`config.mk`:
```
export PLATFORM = sky130hd
export DESIGN_NAME = hslp_err_monitor
export DESIGN_NICKNAME = d
export VERILOG_FILES = /design/src/rtl/hslp_mon_pkg.sv /design/src/rtl/hslp_ed_calc.sv /design/src/rtl/hslp_err_monitor.sv
export SDC_FILE = /design/constraint.sdc
export NUM_CORES = 1
export LEC_CHECK = 0
export BUFFER_PORTS_ARGS = -buffer_cell sky130_fd_sc_hd__clkbuf_2
export CORE_ASPECT_RATIO = 0.5
export CORE_MARGIN = 2
export CORE_UTILIZATION = 44
export CTS_CLUSTER_DIAMETER = 200
export DETAILED_ROUTE_END_ITERATION = 7
export GPL_TIMING_DRIVEN = 1
export HOLD_SLACK_MARGIN = 0.05
export PLACE_DENSITY_LB_ADDON = 0.3
export SKIP_CTS_REPAIR_TIMING = 1
export SLEW_MARGIN = 20
export SYNTH_ARGS = -nofsm -noshare
export SYNTH_HDL_FRONTEND = slang
export SYNTH_SLANG_ARGS = --single-unit
export TNS_END_PERCENT = 1
```
`constraint.sdc`:
```
create_clock -name clk -period 8.31 [get_ports clk]
set_input_delay 1.2465 -clock clk [delete_from_list [all_inputs] [get_ports clk]]
set_output_delay 1.2465 -clock clk [all_outputs]
set_load 0.03 [all_outputs]
```
`src/rtl/hslp_mon_pkg.sv`:
```
// Shared definitions for the HSLP approximate-multiplier error monitor:
// FSM state encoding, default widths and the accumulator width rule.
package hslp_mon_pkg;

    localparam int unsigned W_DEF      = 8;
    localparam int unsigned LOG2_N_DEF = 8;

    typedef enum logic [1:0] {
        ST_IDLE  = 2'd0,
        ST_RUN   = 2'd1,
        ST_DRAIN = 2'd2,
        ST_DONE  = 2'd3
    } state_e;

    // ED sum holds N samples of a 2W-bit distance without overflow
    function automatic int unsigned acc_width(input int unsigned w, input int unsigned log2_n);
        return 2 * w + log2_n;
    endfunction

endpackage

```
`src/rtl/hslp_ed_calc.sv`:
```
// Two-stage datapath: S1 registers the exact product and the approximate
// product, S2 registers |exact - apx| plus the nonzero / over-estimate flags.
module hslp_ed_calc
    import hslp_mon_pkg::*;
#(
    parameter int unsigned W = W_DEF
) (
    input  logic             clk,
    input  logic             rst,
    input  logic             fire_i,
    input  logic [W-1:0]     a_i,
    input  logic [W-1:0]     b_i,
    input  logic [2*W-1:0]   prod_apx_i,
    output logic             s1_valid_o,
    output logic             s2_valid_o,
    output logic [2*W-1:0]   ed_o,
    output logic             nz_o,
    output logic             over_o
);

    localparam int unsigned PW = 2 * W;

    logic          s1_valid_q, s2_valid_q;
    logic [PW-1:0] exact_q, apx_q;
    logic [PW-1:0] ed_q, ed_d;
    logic          nz_q, over_q;

    always_comb begin
        ed_d = '0;
        if (exact_q >= apx_q) ed_d = exact_q - apx_q;
        else                  ed_d = apx_q - exact_q;
    end

    always_ff @(posedge clk or posedge rst) begin
        if (rst) begin
            s1_valid_q <= 1'b0;
            s2_valid_q <= 1'b0;
            exact_q    <= '0;
            apx_q      <= '0;
            ed_q       <= '0;
            nz_q       <= 1'b0;
            over_q     <= 1'b0;
        end else begin
            s1_valid_q <= fire_i;
            s2_valid_q <= s1_valid_q;
            if (fire_i) begin
                exact_q <= PW'(a_i) * PW'(b_i);
                apx_q   <= prod_apx_i;
            end
            if (s1_valid_q) begin
                ed_q   <= ed_d;
                nz_q   <= (exact_q != apx_q);
                over_q <= (apx_q > exact_q);
            end
        end
    end

    assign s1_valid_o = s1_valid_q;
    assign s2_valid_o = s2_valid_q;
    assign ed_o       = ed_q;
    assign nz_o       = nz_q;
    assign over_o     = over_q;

endmodule

```
`src/rtl/hslp_err_monitor.sv`:
```
// Error-statistics monitor for approximate multipliers: windowed ED sum,
// max ED, erroneous-sample and over-estimate counts over 2**LOG2_N samples.
module hslp_err_monitor
    import hslp_mon_pkg::*;
#(
    parameter int unsigned W      = W_DEF,
    parameter int unsigned LOG2_N = LOG2_N_DEF,
    parameter int unsigned ACC_W  = acc_width(W, LOG2_N)
) (
    input  logic                clk,
    input  logic                rst,
    input  logic                start,
    input  logic                in_valid,
    output logic                in_ready,
    input  logic [W-1:0]        a,
    input  logic [W-1:0]        b,
    input  logic [2*W-1:0]      prod_apx,
    output logic                busy,
    output logic                done,
    output logic [ACC_W-1:0]    sum_ed,
    output logic [2*W-1:0]      max_ed,
    output logic [LOG2_N:0]     err_cnt,
    output logic [LOG2_N:0]     over_cnt
);

    localparam int unsigned PW = 2 * W;
    localparam int unsigned CW = LOG2_N + 1;
    localparam logic [CW-1:0] N_SAMPLES = CW'(1) << LOG2_N;

    state_e            state_q, state_d;
    logic [CW-1:0]     cnt_q, cnt_d;
    logic [ACC_W-1:0]  sum_q, sum_d;
    logic [PW-1:0]     max_q, max_d;
    logic [CW-1:0]     err_q, err_d;
    logic [CW-1:0]     over_q, over_d;
    logic              in_ready_q, in_ready_d;
    logic              busy_q, busy_d;
    logic              done_q, done_d;

    logic              fire;
    logic              s1_valid, s2_valid, ed_nz, ed_over;
    logic [PW-1:0]     ed;

    assign fire = in_valid & in_ready_q;

    hslp_ed_calc #(.W(W)) u_ed_calc (
        .clk        (clk),
        .rst        (rst),
        .fire_i     (fire),
        .a_i        (a),
        .b_i        (b),
        .prod_apx_i (prod_apx),
        .s1_valid_o (s1_valid),
        .s2_valid_o (s2_valid),
        .ed_o       (ed),
        .nz_o       (ed_nz),
        .over_o     (ed_over)
    );

    always_comb begin
        state_d = state_q;
        cnt_d   = cnt_q;
        sum_d   = sum_q;
        max_d   = max_q;
        err_d   = err_q;
        over_d  = over_q;

        if (s2_valid) begin
            sum_d  = sum_q + ACC_W'(ed);
            err_d  = err_q + CW'(ed_nz);
            over_d = over_q + CW'(ed_over);
            if (ed > max_q) max_d = ed;
        end

        case (state_q)
            ST_IDLE, ST_DONE: begin
                // pipe is empty here, so clearing cannot race with accumulation
                if (start) begin
                    state_d = ST_RUN;
                    cnt_d   = '0;
                    sum_d   = '0;
                    max_d   = '0;
                    err_d   = '0;
                    over_d  = '0;
                end
            end
            ST_RUN: begin
                if (fire) begin
                    cnt_d = cnt_q + CW'(1);
                    if (cnt_d == N_SAMPLES) state_d = ST_DRAIN;
                end
            end
            ST_DRAIN: begin
                if (!s1_valid && !s2_valid) state_d = ST_DONE;
            end
            default: state_d = ST_IDLE;
        endcase

        in_ready_d = (state_d == ST_RUN);
        busy_d     = (state_d == ST_RUN) || (state_d == ST_DRAIN);
        done_d     = (state_q == ST_DRAIN) && (state_d == ST_DONE);
    end

    always_ff @(posedge clk or posedge rst) begin
        if (rst) begin
            state_q    <= ST_IDLE;
            cnt_q      <= '0;
            sum_q      <= '0;
            max_q      <= '0;
            err_q      <= '0;
            over_q     <= '0;
            in_ready_q <= 1'b0;
            busy_q     <= 1'b0;
            done_q     <= 1'b0;
        end else begin
            state_q    <= state_d;
            cnt_q      <= cnt_d;
            sum_q      <= sum_d;
            max_q      <= max_d;
            err_q      <= err_d;
            over_q     <= over_d;
            in_ready_q <= in_ready_d;
            busy_q     <= busy_d;
            done_q     <= done_d;
        end
    end

    assign in_ready = in_ready_q;
    assign busy     = busy_q;
    assign done     = done_q;
    assign sum_ed   = sum_q;
    assign max_ed   = max_q;
    assign err_cnt  = err_q;
    assign over_cnt = over_q;

endmodule
```
==> results.py <==
metrics = {
    "status": {
        "outcome": "finished clean",
    },
    "worst_setup_path": {
        "worst_setup_path_end_kind": "register",
        "rrSetupSlack_ps": 5270,
        "path_cells": "clkbuf_2 > nand2_1 > fa_1 > fa_1 > inv_1 > fa_1 > inv_1 > fa_1 > inv_1 > ha_1 > a21boi_0 > o211ai_1 > a211oi_1 > or4_1 > a31oi_1",
        "worstPathRequired_ps": 8650,
        "endpoint": "u_ed_calc.exact_q[15]",
        "critPathLaunchType": "primary input",
        "rr_worst_depth": 9,
        "regToRegStartpoint": "u_ed_calc.apx_q[9]",
        "crit_path_frequent_cell": "fa_1",
        "critPathKind": "in2reg",
        "r2r-end": "u_ed_calc.ed_o[15]",
        "critical_path.startpoint": "b[7]",
        "slowest_delay_ps": 550,
        "slowest_stage": "fa_1",
        "path_max_fanout": 8,
        "cp.arrival_ps": 5310,
    },
    "clock_tree": {
        "htree_levels": 4,
        "cts_made_buffers": 17,
        "worstSkewPairLatency_ps": 420,
        "cts_tree": "yes",
        "clockBufferDepth": 2,
        "clk_pin_slew_ps": 60,
        "cts_sinks": 124,
        "root_buffer": "clkbuf_16",
    },
    "floorplanning": {
        "dieHeight_um": 111.7,
        "die_w_um": 219.3,
        "top_level_ports": 97,
        "dieArea_sq_mm": 0.02449,
        "start_util_pct": 44.76,
        "core.rowCount": 39,
        "coreArea_sq_mm": 0.02279,
    },
    "placement": {
        "place_area_sq_mm": 0.01087,
        "dp_hpwl_um": 17940,
        "io_buffers": 96,
        "gp_congestion": 0.8557,
    },
    "power_and_ir_drop": {
        "p_int_uw": 2522,
        "pwr-share-seq_pct": 21.5,
        "p_comb_share_pct": 61.6,
        "p_leak_uw": 0.005667,
        "power.share.clock_pct": 16.8,
        "ir_worst_vdd_mv": 0.1741,
        "p_sw_share_pct": 47.29,
        "switchingPower_uw": 2263,
        "powerDensity_mw_per_mm2": 416.1,
    },
    "yosys": {
        "synth.avg_cell_area_sq_um": 8.924,
        "syn-num-nets": 1327,
        "ys.flop_type": "dfrtp_1",
        "synth_edf_count": 0,
        "yosysWarnings": 0,
        "synth_top_area_share_pct": 30.42,
        "synth_top_cell_by_area": "dfrtp_1",
        "async_reset_ff_share_pct": 100.0,
        "yosysSeqAreaShare_pct": 30.42,
        "syn_area_sq_mm": 0.01020,
        "synthDistinctLibCells": 75,
        "syn-instance-count": 1143,
        "ys_seq_elements": 124,
        "synth_area_leaders": "dfrtp_1 (30%), ha_1 (13%), fa_1 (7.7%)",
    },
    "flow_run": {
        "drv_cap": 0,
    },
    "sta": {
        "max_freq_ghz": 0.2014,
        "setup_tns_ps": 0,
        "rsz0062_at_grt": "false",
        "tightest_slew_ps": 979.0,
        "worst_slew_margin_rel_pct": 34.73,
        "finalHoldViolations": 0,
        "period_share_pct": 59.74,
        "setup_viol": 0,
        "slew_violations": 0,
        "fin_crit_ps": 4965,
        "skew_ps": 9.282,
    },
    "drt": {
        "drc_errors": 0,
        "drt-pass1-iter-count": 5,
        "drt-total-wl_um": 23420,
        "via_per_inst": 5.319,
        "dr.first_iter.drc_count": 460,
        "vias": 8239,
        "wl_per_cell_um": 15.12,
        "ant_nets": 0,
    },
    "global_routing": {
        "grt_pass1_vias": 8041,
        "antenna_found_initial": 0,
        "grt_pass1_wl_um": 39340,
        "grt_overflow": 0,
        "grt_max_degree": 78,
        "grt_use_total_pct": 19.77,
    },
    "layout": {
        "finalInstanceArea_sq_mm": 0.01150,
        "areaGrowthSynthToFinish_pct": 12.75,
        "num_antenna_cells": 0,
        "final_cell_mix": "nand2_1 (138), inv_1 (131), dfrtp_1 (124)",
        "final_common_cell": "nand2_1",
        "final_nets": 1413,
        "drive_above_1_share_pct": 12.88,
    },
    "hold_path": {
        "hold_path_class": "reg2reg",
    },
}
power by group through the flow:
| stage | registers (uW) | clock network (uW) | logic [uW] |
|---|---|---|---|
| 2_1_floorplan | 1120 | 0 | 2260 |
| 3_3_place_gp | 1030 | 0 | 2840 |
| 3_5_place_dp | 1040 | 0 | 2910 |
| 4_1_cts | 1030 | 818 | 2930 |
| 5_1_grt | 1060 | 841 | 3300 |
| 6_report | 1030 | 805 | 2950 |
registers in the layout, summed over array words and instances (netlist names), 2 cells and up:
signal	flops
sum_ed	24
max_ed	16
u_ed_calc.apx_q	16
u_ed_calc.ed_o	16
u_ed_calc.exact_q	16
cnt_q	9
err_cnt	9
over_cnt	9
state_q	2
logic make-up after synthesis:
group,count (synthesis),synth area share [%]
adder cells (fa/ha/maj),148,21.03
AND/OR/NAND/NOR,364,17.57
XOR/XNOR,34,2.919
flip-flops,124,30.42
multiplexers,42,4.171
AO/OA/AOI/OAI,263,16.55
buffers and inverters,168,7.348
Yosys cell counts (8+ instances only):
| cell | count |
|---|---|
| ha_1 | 109 |
| fa_1 | 39 |
| o21ai_0 | 76 |
| dfrtp_1 | 124 |
| and2_1 | 50 |
| o211ai_1 | 11 |
| o21bai_1 | 8 |
| nand2_1 | 138 |
| nor2_1 | 60 |
| nand3_1 | 22 |
| clkbuf_1 | 20 |
| inv_1 | 132 |
| o21a_1 | 10 |
| a211oi_1 | 9 |
| xor2_1 | 18 |
| clkbuf_8 | 8 |
| or3_1 | 15 |
| mux2i_1 | 38 |
| xnor2_1 | 16 |
| nand4_1 | 15 |
| o31ai_1 | 14 |
| nor2b_1 | 15 |
| nor3_1 | 9 |
| a21oi_1 | 67 |
| a21o_1 | 18 |
| nand2b_1 | 9 |
how the worst min path moves through the flow:
stage / from / to / cells after the start
detailed placement: u_ed_calc.over_o / u_ed_calc.over_o / 1
global route: cnt_q[8] / cnt_q[8] / 1
global placement: u_ed_calc.over_o / u_ed_calc.over_o / 1
finish: u_ed_calc.over_o / u_ed_calc.over_o / 1
CTS: u_ed_calc.over_o / u_ed_calc.over_o / 1
floorplan: u_ed_calc.s1_valid_o / u_ed_calc.s2_valid_o / 0
layer usage:
metal	share of wire, %	global-route usage [%]	wire [um]
met1	51	29.03	11900
met2	44	30.37	10360
met3	3.9	3.525	904
met4	1.1	4.369	255
met5	0	0	0
stage by stage:
step           hold WS, ps  std cells  power (uW)  util [%]  setup slack, ps
4_1_cts              496.0       1549        4782     50.46             3347
3_5_place_dp         481.8       1517        3946     47.68             2916
5_1_grt              539.0       1549        5202     50.46             3100
3_3_place_gp         479.7       1517        3872     47.68             2946
2_1_floorplan        388.7       1143        3378         -             3292
6_report             495.4       1549        4785     50.46             3345
area by class of cell:
type / count / area, sq um
Timing Repair Buffer: 103 / 533.0
Fill cell: 2117 / 11290
Clock inverter: 12 / 167.7
Inverter: 132 / 498.0
Tap cell: 307 / 384.1
Sequential cell: 124 / 3103
Multi-Input combinational cell: 851 / 6347
Clock buffer: 20 / 466.7
worst max-delay path, delay by kind of cell:
kind            cells  cell delay [ps]
fa+ha+maj           5             2430
compound gates      4              730
simple gates        2              580
buf+inv             4              310
No activity file was read; power rests on OpenSTA's default activity.
